$ cat src/rtl/ifetch_stage.sv
// ifetch_stage: instruction fetch stage feeding the IF/ID latch.
// Owns the program counter, drives icache reads and presents instr/pc/pc+4
// with a valid qualifier. Downstream stall, redirect and halt are applied here.
// Optional build macro IFETCH_PERF_EN adds fetch_count/squash_count outputs.
module ifetch_stage #(
  parameter logic [31:0] PC_RESET = 32'h0000_0000,
  parameter logic [31:0] PC_STEP  = 32'd4
) (
  input  logic        CLK,
  input  logic        nRST,
  input  logic        ihit,
  input  logic [31:0] imemload,
  input  logic        stall,
  input  logic        redirect,
  input  logic [31:0] redirect_pc,
  input  logic        halt,
  output logic        imemREN,
  output logic [31:0] imemaddr,
  output logic [31:0] instr_out,
  output logic [31:0] pc_out,
  output logic [31:0] pcplusfour_out,
  output logic        valid_out,
`ifdef IFETCH_PERF_EN
  output logic [31:0] fetch_count,
  output logic [31:0] squash_count,
`endif
  output logic        halted
);

  typedef enum logic [0:0] {
    ST_RUN    = 1'b0,
    ST_HALTED = 1'b1
  } state_t;

  state_t      state_q;
  logic [31:0] pc_q;
  logic [31:0] pc_d;
  logic [31:0] pc_inc;
  logic        run;

  // Redirect targets are forced onto a word boundary; low bits are dropped
  // silently rather than trapping.
  function automatic logic [31:0] align_word(input logic [31:0] addr);
    return addr & 32'hFFFF_FFFC;
  endfunction

  assign run    = (state_q == ST_RUN);
  assign pc_inc = pc_q + PC_STEP;   // wraps naturally modulo 2^32

  assign imemaddr       = pc_q;
  assign pc_out         = pc_q;
  assign pcplusfour_out = pc_inc;
  assign instr_out      = imemload;
  assign imemREN        = run;
  assign halted         = (state_q == ST_HALTED);
  assign valid_out      = run & ihit & ~stall & ~redirect & ~halt;

  // Next-PC selection in priority order: halt, redirect, stall, hit, miss.
  always_comb begin
    pc_d = pc_q;
    if (run && !halt) begin
      if (redirect)
        pc_d = align_word(redirect_pc);
      else if (stall)
        pc_d = pc_q;
      else if (ihit)
        pc_d = pc_inc;
    end
  end

  // RUN/HALTED state machine and PC register; HALTED is left only via reset.
  always_ff @(posedge CLK or negedge nRST) begin
    if (!nRST) begin
      state_q <= ST_RUN;
      pc_q    <= PC_RESET;
    end else begin
      case (state_q)
        ST_RUN: begin
          if (halt)
            state_q <= ST_HALTED;
          pc_q <= pc_d;
        end
        ST_HALTED: begin
          state_q <= ST_HALTED;
          pc_q    <= pc_q;
        end
        default: begin
          state_q <= ST_RUN;
          pc_q    <= pc_q;
        end
      endcase
    end
  end

`ifdef IFETCH_PERF_EN
  logic [31:0] fetch_count_q;
  logic [31:0] squash_count_q;
  logic        squash_fire;

  // A squash is a hit that a same-cycle redirect throws away.
  assign squash_fire  = run & ihit & redirect & ~halt;
  assign fetch_count  = fetch_count_q;
  assign squash_count = squash_count_q;

  // Performance counters; both freeze in HALTED because they need run.
  always_ff @(posedge CLK or negedge nRST) begin
    if (!nRST) begin
      fetch_count_q  <= 32'd0;
      squash_count_q <= 32'd0;
    end else begin
      if (valid_out)
        fetch_count_q <= fetch_count_q + 32'd1;
      if (squash_fire)
        squash_count_q <= squash_count_q + 32'd1;
    end
  end
`endif

endmodule

$ cat config.mk
export PLATFORM = sky130hd
export DESIGN_NAME = ifetch_stage
export DESIGN_NICKNAME = d
export VERILOG_FILES = /design/src/rtl/ifetch_stage.sv
export SDC_FILE = /design/constraint.sdc
export NUM_CORES = 1
export LEC_CHECK = 0
export BUFFER_PORTS_ARGS = -buffer_cell sky130_fd_sc_hd__buf_2
export CORE_UTILIZATION = 43
export CTS_CLUSTER_SIZE = 25
export DETAILED_ROUTE_END_ITERATION = 7
export PLACE_DENSITY = 0.82
export SETUP_SLACK_MARGIN = 0.2
export SYNTH_ARGS = -nofsm -noshare
export SYNTH_HDL_FRONTEND = slang
export SYNTH_SLANG_ARGS = --single-unit
$ cat constraint.sdc
create_clock -name CLK -period 2.6 [get_ports CLK]
set_clock_uncertainty 0.2 [all_clocks]
set_input_delay 0 -clock CLK [delete_from_list [all_inputs] [get_ports CLK]]
set_output_delay 0 -clock CLK [all_outputs]
set_load 0.005 [all_outputs]
# == Word level (Yosys, flattened, before mapping) ==
# Cells that the tools add are included.
# op_classes
bitwise,8
n_reduce_logical,3
addsub,1
muxes,7
n_eq_ne,3
# op_table
op,count
$mux W32,5
$add A32 B3 Y32 const B,1
$ne A3 B3 Y1 const B,2
$and A1 B1 Y1,4
$not A1 Y1,4
$reduce_and A4 Y1,1
$ne A2 B1 Y1 const B,1
$pmux W1 S2,1
$logic_and A1 B1 Y1,1
$logic_not A1 Y1,1
$mux W1,1
# word_totals
reg_bits,33
inputBits,70
output_inout_bits,131
elab_cells,24

# == Logic depth before layout (Yosys ltp) ==
# Gate-level depths: netlist of run 1.
# logic_depth
ltp_word,6
mapped_depth,7
mapped_depth_nobuf,5

# == Worst setup path after synthesis of run 1 ==
# OpenSTA, ideal clock, no wires.
# synth_path
path_type,register to register
start,register pc_q[11] (netlist: imemaddr[11])
end,register pc_q[31] (netlist: imemaddr[31])
required_time_ns,2.296
period_less_slack_ns,1.958
slack_ns,0.642
stages_incl_launch_ff,6
arrival_time_ns,1.655
path_cell_list,dfrtp_1 buf_2 and4_4 nand4_4 or4_4 o311ai_1
# synth_via
elab_chain_cells,6
# synth_rtl
element,line_no,rtl
from (decl),36,logic [31:0] pc_q;
from (signal assigned),81,pc_q <= pc_d;
from (signal assigned),85,pc_q <= pc_q;
from (signal assigned),89,pc_q <= pc_q;
$add A32 B3 Y32,48,assign pc_inc = pc_q + PC_STEP;
$mux W32,66,else if (ihit)
$mux W32,64,else if (stall)
$mux W32,62,if (redirect)
$mux W32,61,if (run && !halt) begin
$mux W32,77,case (state_q)
# No other way between the ends. The select of a mux whose other input is x is not followed.
# A chain may end at the register's enable or synchronous reset.

# == Final worst setup path of run 1 ==
# layout_path
start,register pc_q[12] (netlist: imemaddr[12])
end,output port pcplusfour_out[31]
# layout_via
elab_chain_cells,1
# layout_rtl
element,line_no,rtl
$add A32 B3 Y32,48,
to (decl),21,"output logic [31:0] pcplusfour_out,"
# No other way between the ends.

==> Implementation_results.wiki, run 1 <==
{| class="wikitable"
! Metric !! Value
|-
| Cell class contributing the biggest share of worst-path delay || simple AND/OR/NAND/NOR gates
|-
| Max frequency || 439 MHz
|-
| Count of standard-cell rows || 30
|-
| Cell Pwr Density || 318 mW/mm²
|-
| Number of buffers inserted during clock tree synthesis || 5
|-
| Area added between synthesis and finish || 32.7%
|-
| Area of the multi-input gates || 0.00161 mm²
|-
| Critical Path Start Type || flop
|-
| Commonest non-fill, non-tap cell in the layout || sky130_fd_sc_hd__buf_2
|-
| Required arrival time at the worst endpoint || 2.40 ns
|-
| Initial antenna violation count || 0
|-
| Setup CP Type || flop to output port
|-
| Max-cap check violation count || 0
|-
| Buffers on Ports || 128
|-
| CTS tree || built
|-
| Arr. time, crit path || 2.08 ns
|-
| Slew HR || 0.325
|-
| Crit end category || output port
|-
| Critical-path top delay cell || sky130_fd_sc_hd__or4_4
|-
| Share of flip-flops with an asynchronous set or reset after synthesis || 1.00
|-
| First-pass GRT wire length || 13800 µm
|-
| Area enclosed by the die boundary || 0.00743 mm²
|-
| Die Span X || 86.2 µm
|-
| Sequential element share of the synthesized area || 0.254
|-
| Slowest stage delay, CP || 0.53 ns
|-
| Number of buffer and inverter instances along the worst setup path || 1
|-
| Worst min-delay path category || input pin to flop
|-
| Storage cell area || 785 µm²
|-
| Overall routing resource usage || 0.234
|-
| Fraction of final layout cells with drive strength greater than 1 || 0.347
|-
| Final instance count without filler cells || 601
|-
| Final number of hold-violating endpoints || 0
|-
| Remaining number of nets flagged by the antenna check after routing || 0
|-
| Status || finished clean
|-
| Number of sinks handled by clock tree synthesis || 31
|-
| Layout filler cell count || 653
|-
| Total core area || 0.00683 mm²
|-
| H-tree levels || 2
|-
| Total number of vias || 3229
|-
| Top library cells by usage in the layout, fill and taps aside || sky130_fd_sc_hd__buf_2 (128), sky130_fd_sc_hd__dlygate4sd3_1 (64), sky130_fd_sc_hd__dfrtp_1 (24), sky130_fd_sc_hd__nand3_1 (23), sky130_fd_sc_hd__xnor2_1 (21)
|-
| Number of buffers added for setup after CTS || 0
|-
| Via density per instance || 5.37
|-
| Total instance count after detailed placement || 529
|-
| Post-DR wirelength/cell || 14.7 µm
|-
| Syn avg cell area || 7.96 µm²
|-
| First-pass iteration count of the detailed router || 4
|-
| Distinct cells, synth || 58
|-
| Worst Path Max Fanout || 9
|-
| CP Cell Sequence || and4_4 -> nand4_4 -> or4_4 -> xnor2_1 -> buf_2
|-
| Synthesized instance count || 383
|-
| Via count of the first global-routing pass || 2857
|-
| Drt initial violations || 268
|-
| EDFF count, synth || 0
|-
| GRT Residual Overflow || 0
|-
| Fraction of the cycle the final worst path needs || 0.876
|-
| Leak Pwr || 1.82 nW
|-
| Synth Warn # || 0
|-
| Count of final max-slew check failures || 0
|-
| Insertion delay of the later-clocked pin in the worst-skew pair || 0.29 ns
|-
| Setup TNS || 0 ns
|-
| Cell area after synthesis || 0.00305 mm²
|-
| Initial core utilization || 0.447
|-
| Nets || 575
|-
| Launch instance of the worst min-delay path || redirect
|-
| R2r startpoint || halted$_DFF_PN0_
|-
| Maximum number of pins on one net before global-route repair || 34
|-
| Top_reg_cell synth || sky130_fd_sc_hd__dfrtp_1
|-
| RSZ-0062 raised after global routing || false
|-
| Clock input transition at the sequential cells of the worst setup and hold paths || 0.07 ns
|-
| Number of flip-flops and latches in the synthesized netlist || 31
|-
| HPWL after detailed placement || 5810 µm
|-
| Origin of the worst setup path || imemaddr[12]$_DFFE_PN0P_
|-
| Antenna diode instance count || 0
|-
| DRC violation count after routing || 0
|-
| Maximum buffer depth of the clock tree || 2
|-
| Largest vdd supply drop || 170 µV
|-
| Pin slew with the least headroom to its limit || 1.01 ns
|-
| Minimum clock period after layout || 2.28 ns
|-
| Final count of negative-setup-slack endpoints || 0
|-
| Root buffer cell || sky130_fd_sc_hd__clkbuf_8
|-
| Final routed wirelength across all metal layers || 8810 µm
|-
| Die Span Y || 86.2 µm
|-
| Routability-driven placement congestion ratio || 0.834
|-
| IO Pins || 201
|}
worst register-to-register path, stage by stage (launching register included):
cell and delay [ns]:
sky130_fd_sc_hd__dfrtp_1 0.41, sky130_fd_sc_hd__nor2_2 0.13, sky130_fd_sc_hd__inv_1 0.13, sky130_fd_sc_hd__a21o_1 0.55
sky130_fd_sc_hd__or3_1 0.47, sky130_fd_sc_hd__o211ai_1 0.19
cell usage after synthesis, drive strengths merged (3+ instances only):
master,instances,area share
and4,5,0.016
inv,14,0.017
nand3,24,0.039
nor2,17,0.022
o311ai,7,0.020
and3,20,0.041
a311o,4,0.013
nand4,11,0.027
or3,9,0.018
o211ai,13,0.032
xnor2,21,0.060
and2,4,0.0086
a21oi,21,0.034
clkbuf,15,0.019
o21ai,17,0.028
dfrtp,31,0.25
nor3,5,0.0082
o31ai,3,0.0074
xor2,7,0.020
nor4,5,0.012
nand2,18,0.023
buf,82,0.20
flip-flops by register name, summed over array words and instances (netlist names):
signal and flops:
halted 1, imemaddr 30
routing by layer:
metal | track usage | routed length, µm | up-vias
met5 | 0 | 0 | -
met4 | 0.0545 | 111 | 0
met3 | 0.0486 | 574 | 11
met2 | 0.403 | 4440 | 158
met1 | 0.302 | 3680 | 1519
li1 | - | - | 1541
cells by family (layout without fill, tap and decap cells):
group	Yosys count	count (layout)	share of synthesized area
compound gates	85	85	0.187
buf+inv	111	228	0.234
flops	31	31	0.254
mux	1	1	0.00328
fa+ha+maj	1	1	0.00410
xor+xnor	28	28	0.0804
simple gates	125	125	0.235
other cells	1	6	0.00123
layout make-up:
class / count / area share
multi-input combinational: 246 / 0.396
tap: 96 / 0.0297
clock buffer: 8 / 0.0247
inverter: 14 / 0.0130
sequential: 31 / 0.194
timing repair buffer: 206 / 0.342
metrics by stage:
| stage | hold WS, ns | total power, mW | setup slack [ns] | utilization | instance area, µm² |
|---|---|---|---|---|---|
| final | 0.0517 | 1.29 | 0.322 | 0.593 | 4050 |
| after global routing | 0.0764 | 1.35 | 0.203 | 0.593 | 4050 |
| after CTS | 0.0453 | 1.29 | 0.212 | 0.589 | 4020 |
| after detailed placement | -0.200 | 0.775 | 0.410 | 0.480 | 3280 |
| after global placement | -0.200 | 0.768 | 0.448 | 0.480 | 3280 |
| after floorplan | -0.496 | 0.733 | 0.642 | - | 3070 |
power breakdown:
part / internal [mW] / switching [mW] / total (mW)
logic: 0.177 / 0.138 / 0.315
clock network: 0.242 / 0.190 / 0.432
registers: 0.503 / 0.0362 / 0.540
total: 0.922 / 0.364 / 1.29
repair_timing:
item	CTS	global route
endpoints found under the setup margin	5	11
hold endpoints to repair	94	0
pin swaps	0	0
hold buffers	64	0
gates resized for setup	2	15
worst paths after layout:
path / to / slack, ns / cells past startpoint
max: pcplusfour_out[31] / 0.32 / 5
min: imemaddr[14]$_DFFE_PN0P_ / 0.05 / 3
max reg2reg: imemaddr[28]$_DFFE_PN0P_ / 0.44 / 5
min reg2reg: imemaddr[3]$_DFFE_PN0P_ / 0.37 / 2
max in group asynchronous: imemaddr[11]$_DFFE_PN0P_ / 1.55 / 2
min in group asynchronous: imemaddr[24]$_DFFE_PN0P_ / 0.11 / 2
Power figures use the tool's default switching activity.
==> inputs of run 2 (changes only) <==
- CORE_UTILIZATION: 43 -> 44
- GPL_ROUTABILITY_DRIVEN: not set -> 0
- PLACE_DENSITY: 0.82 -> 0.83
- clock period: 2.6 -> 2.7 ns (I/O delays scaled with it)
==> Implementation_results.wiki, run 2 (same netlist as run 1, synthesis figures left out) <==
{| class="wikitable"
! Metric !! Value
|-
| CTS tree || built
|-
| Buffers on Ports || 128
|-
| Count of standard-cell rows || 29
|-
| Die Span Y || 85.3 µm
|-
| Critical Path Start Type || flop
|-
| Total power after layout || 1.19 mW
|-
| Insertion delay of the later-clocked pin in the worst-skew pair || 0.29 ns
|-
| Fraction of the cycle the final worst path needs || 0.892
|-
| Leak Pwr || 1.80 nW
|-
| Number of buffers inserted during clock tree synthesis || 5
|-
| HPWL after detailed placement || 6280 µm
|-
| Number of sinks handled by clock tree synthesis || 31
|-
| Pin slew with the least headroom to its limit || 1.01 ns
|-
| Root buffer cell || sky130_fd_sc_hd__clkbuf_8
|-
| Final routed wirelength across all metal layers || 9320 µm
|-
| Via count of the first global-routing pass || 3077
|-
| Drt initial violations || 241
|-
| Maximum number of pins on one net before global-route repair || 34
|-
| Antenna diode instance count || 0
|-
| Setup CP Type || flop to output port
|-
| Largest vdd supply drop || 146 µV
|-
| Minimum clock period after layout || 2.41 ns
|-
| Area added between synthesis and finish || 30.0%
|-
| Worst min-delay path category || input pin to flop
|-
| Overall routing resource usage || 0.253
|-
| Maximum buffer depth of the clock tree || 2
|-
| Max frequency || 415 MHz
|-
| Total instance count after detailed placement || 507
|-
| Status || finished clean
|-
| Remaining number of nets flagged by the antenna check after routing || 0
|-
| Die Span X || 85.3 µm
|-
| Post-Place Worst Slack || 0.454 ns
|-
| WHS Endpoint || imemaddr[14]$_DFFE_PN0P_
|-
| Number of buffers added for setup after CTS || 0
|-
| Post-layout utilization of the core || 0.607
|-
| Final instance count without filler cells || 579
|-
| Setup TNS || 0 ns
|-
| H-tree levels || 2
|-
| Commonest non-fill, non-tap cell in the layout || sky130_fd_sc_hd__buf_2
|-
| Crit end category || output port
|-
| RSZ-0062 raised after global routing || true
|-
| Worst-case reg-to-reg path depth || 4
|-
| Count of cells along the worst hold path || 3
|-
| DRC violation count after routing || 0
|-
| Total core area || 0.00653 mm²
|-
| Cell Pwr Density || 299 mW/mm²
|-
| Area enclosed by the die boundary || 0.00727 mm²
|-
| Worst Path Max Fanout || 12
|-
| Max-cap check violation count || 0
|-
| Post-layout worst setup margin || 0.292 ns
|-
| R2r startpoint || imemaddr[4]$_DFFE_PN0P_
|-
| Final number of hold-violating endpoints || 0
|-
| Nets || 572
|-
| Top library cells by usage in the layout, fill and taps aside || sky130_fd_sc_hd__buf_2 (128), sky130_fd_sc_hd__dlygate4sd3_1 (64), sky130_fd_sc_hd__dfrtp_1 (31), sky130_fd_sc_hd__nand3_1 (23), sky130_fd_sc_hd__xnor2_1 (21)
|-
| Initial core utilization || 0.467
|-
| Total number of vias || 3350
|-
| Reg-to-reg critical path endpoint || imemaddr[31]$_DFFE_PN0P_
|-
| First-pass iteration count of the detailed router || 5
|-
| Via density per instance || 5.79
|-
| Count of final max-slew check failures || 0
|-
| Origin of the worst setup path || imemaddr[16]$_DFFE_PN0P_
|-
| Fraction of final layout cells with drive strength greater than 1 || 0.321
|-
| Slew HR || 0.325
|-
| GRT Residual Overflow || 0
|-
| IO Pins || 201
|-
| Required arrival time at the worst endpoint || 2.50 ns
|-
| Launch instance of the worst min-delay path || redirect
|-
| Clock input transition at the sequential cells of the worst setup and hold paths || 0.07 ns
|-
| Slack of the worst reg-to-reg path || 0.50 ns
|-
| Number of flip-flops under the largest register name || 30
|-
| Post-DR wirelength/cell || 16.1 µm
|-
| First-pass GRT wire length || 14800 µm
|-
| Initial antenna violation count || 0
|-
| Final count of negative-setup-slack endpoints || 0
|-
| Arr. time, crit path || 2.21 ns
|}
run 2: power by group:
group          internal, mW  switching [mW]  total (mW)  leakage [nW]
Sequential            0.483          0.0364       0.520         0.326
Clock                 0.181           0.182       0.363        0.0422
Combinational         0.166           0.136       0.302          1.43
Total                 0.831           0.355        1.19          1.80
run 2: worst max-delay path by stage:
| stage | cells after the start | slack (ns) | endpoint |
|---|---|---|---|
| 2_1_floorplan | 5 | 0.74 | imemaddr[31]$_DFFE_PN0P_ |
| 6_report | 6 | 0.29 | pcplusfour_out[28] |
| 4_1_cts | 6 | 0.26 | pcplusfour_out[28] |
| 3_5_place_dp | 4 | 0.45 | imemaddr[31]$_DFFE_PN0P_ |
| 3_3_place_gp | 4 | 0.53 | imemaddr[31]$_DFFE_PN0P_ |
| 5_1_grt | 6 | 0.17 | pcplusfour_out[28] |
run 2: per-stage QoR:
step           instance area (µm²)  hold WS [ns]
2_1_floorplan                 3070        -0.496
3_3_place_gp                  3230        -0.200
3_5_place_dp                  3230        -0.200
4_1_cts                       3960        0.0186
5_1_grt                       3970         0.104
6_report                      3970        0.0418
run 2: timing repair:
item | CTS | global route
endpoints found under the setup margin | 1 | 6
hold buffers | 64 | 0
cloned | 0 | 0
gates resized for setup | 3 | 2
endpoints found under the hold margin | 94 | 0
run 2: layer usage:
metal | GRT usage | part of all wire | up-vias
li1 | - | - | 1537
met1 | 0.301 | 0.39 | 1588
met2 | 0.454 | 0.51 | 202
met3 | 0.0409 | 0.073 | 23
met4 | 0.105 | 0.022 | 0
met5 | 0 | 0 | -
run 2: layout make-up:
type	count	area, µm²
Clock buffer	7	76.3
Clock inverter	1	5.00
Fill cell	576	2570
Inverter	14	52.6
Multi-Input combinational cell	246	1600
Sequential cell	31	776
Tap cell	77	96.3
Timing Repair Buffer	203	1360
run 2: critical path, cell delays in order (launching register included):
cell,delay (ns)
sky130_fd_sc_hd__dfrtp_1,0.50
sky130_fd_sc_hd__and4_2,0.39
sky130_fd_sc_hd__nand4_1,0.11
sky130_fd_sc_hd__buf_4,0.19
sky130_fd_sc_hd__or3_1,0.42
sky130_fd_sc_hd__xnor2_1,0.15
sky130_fd_sc_hd__buf_2,0.15
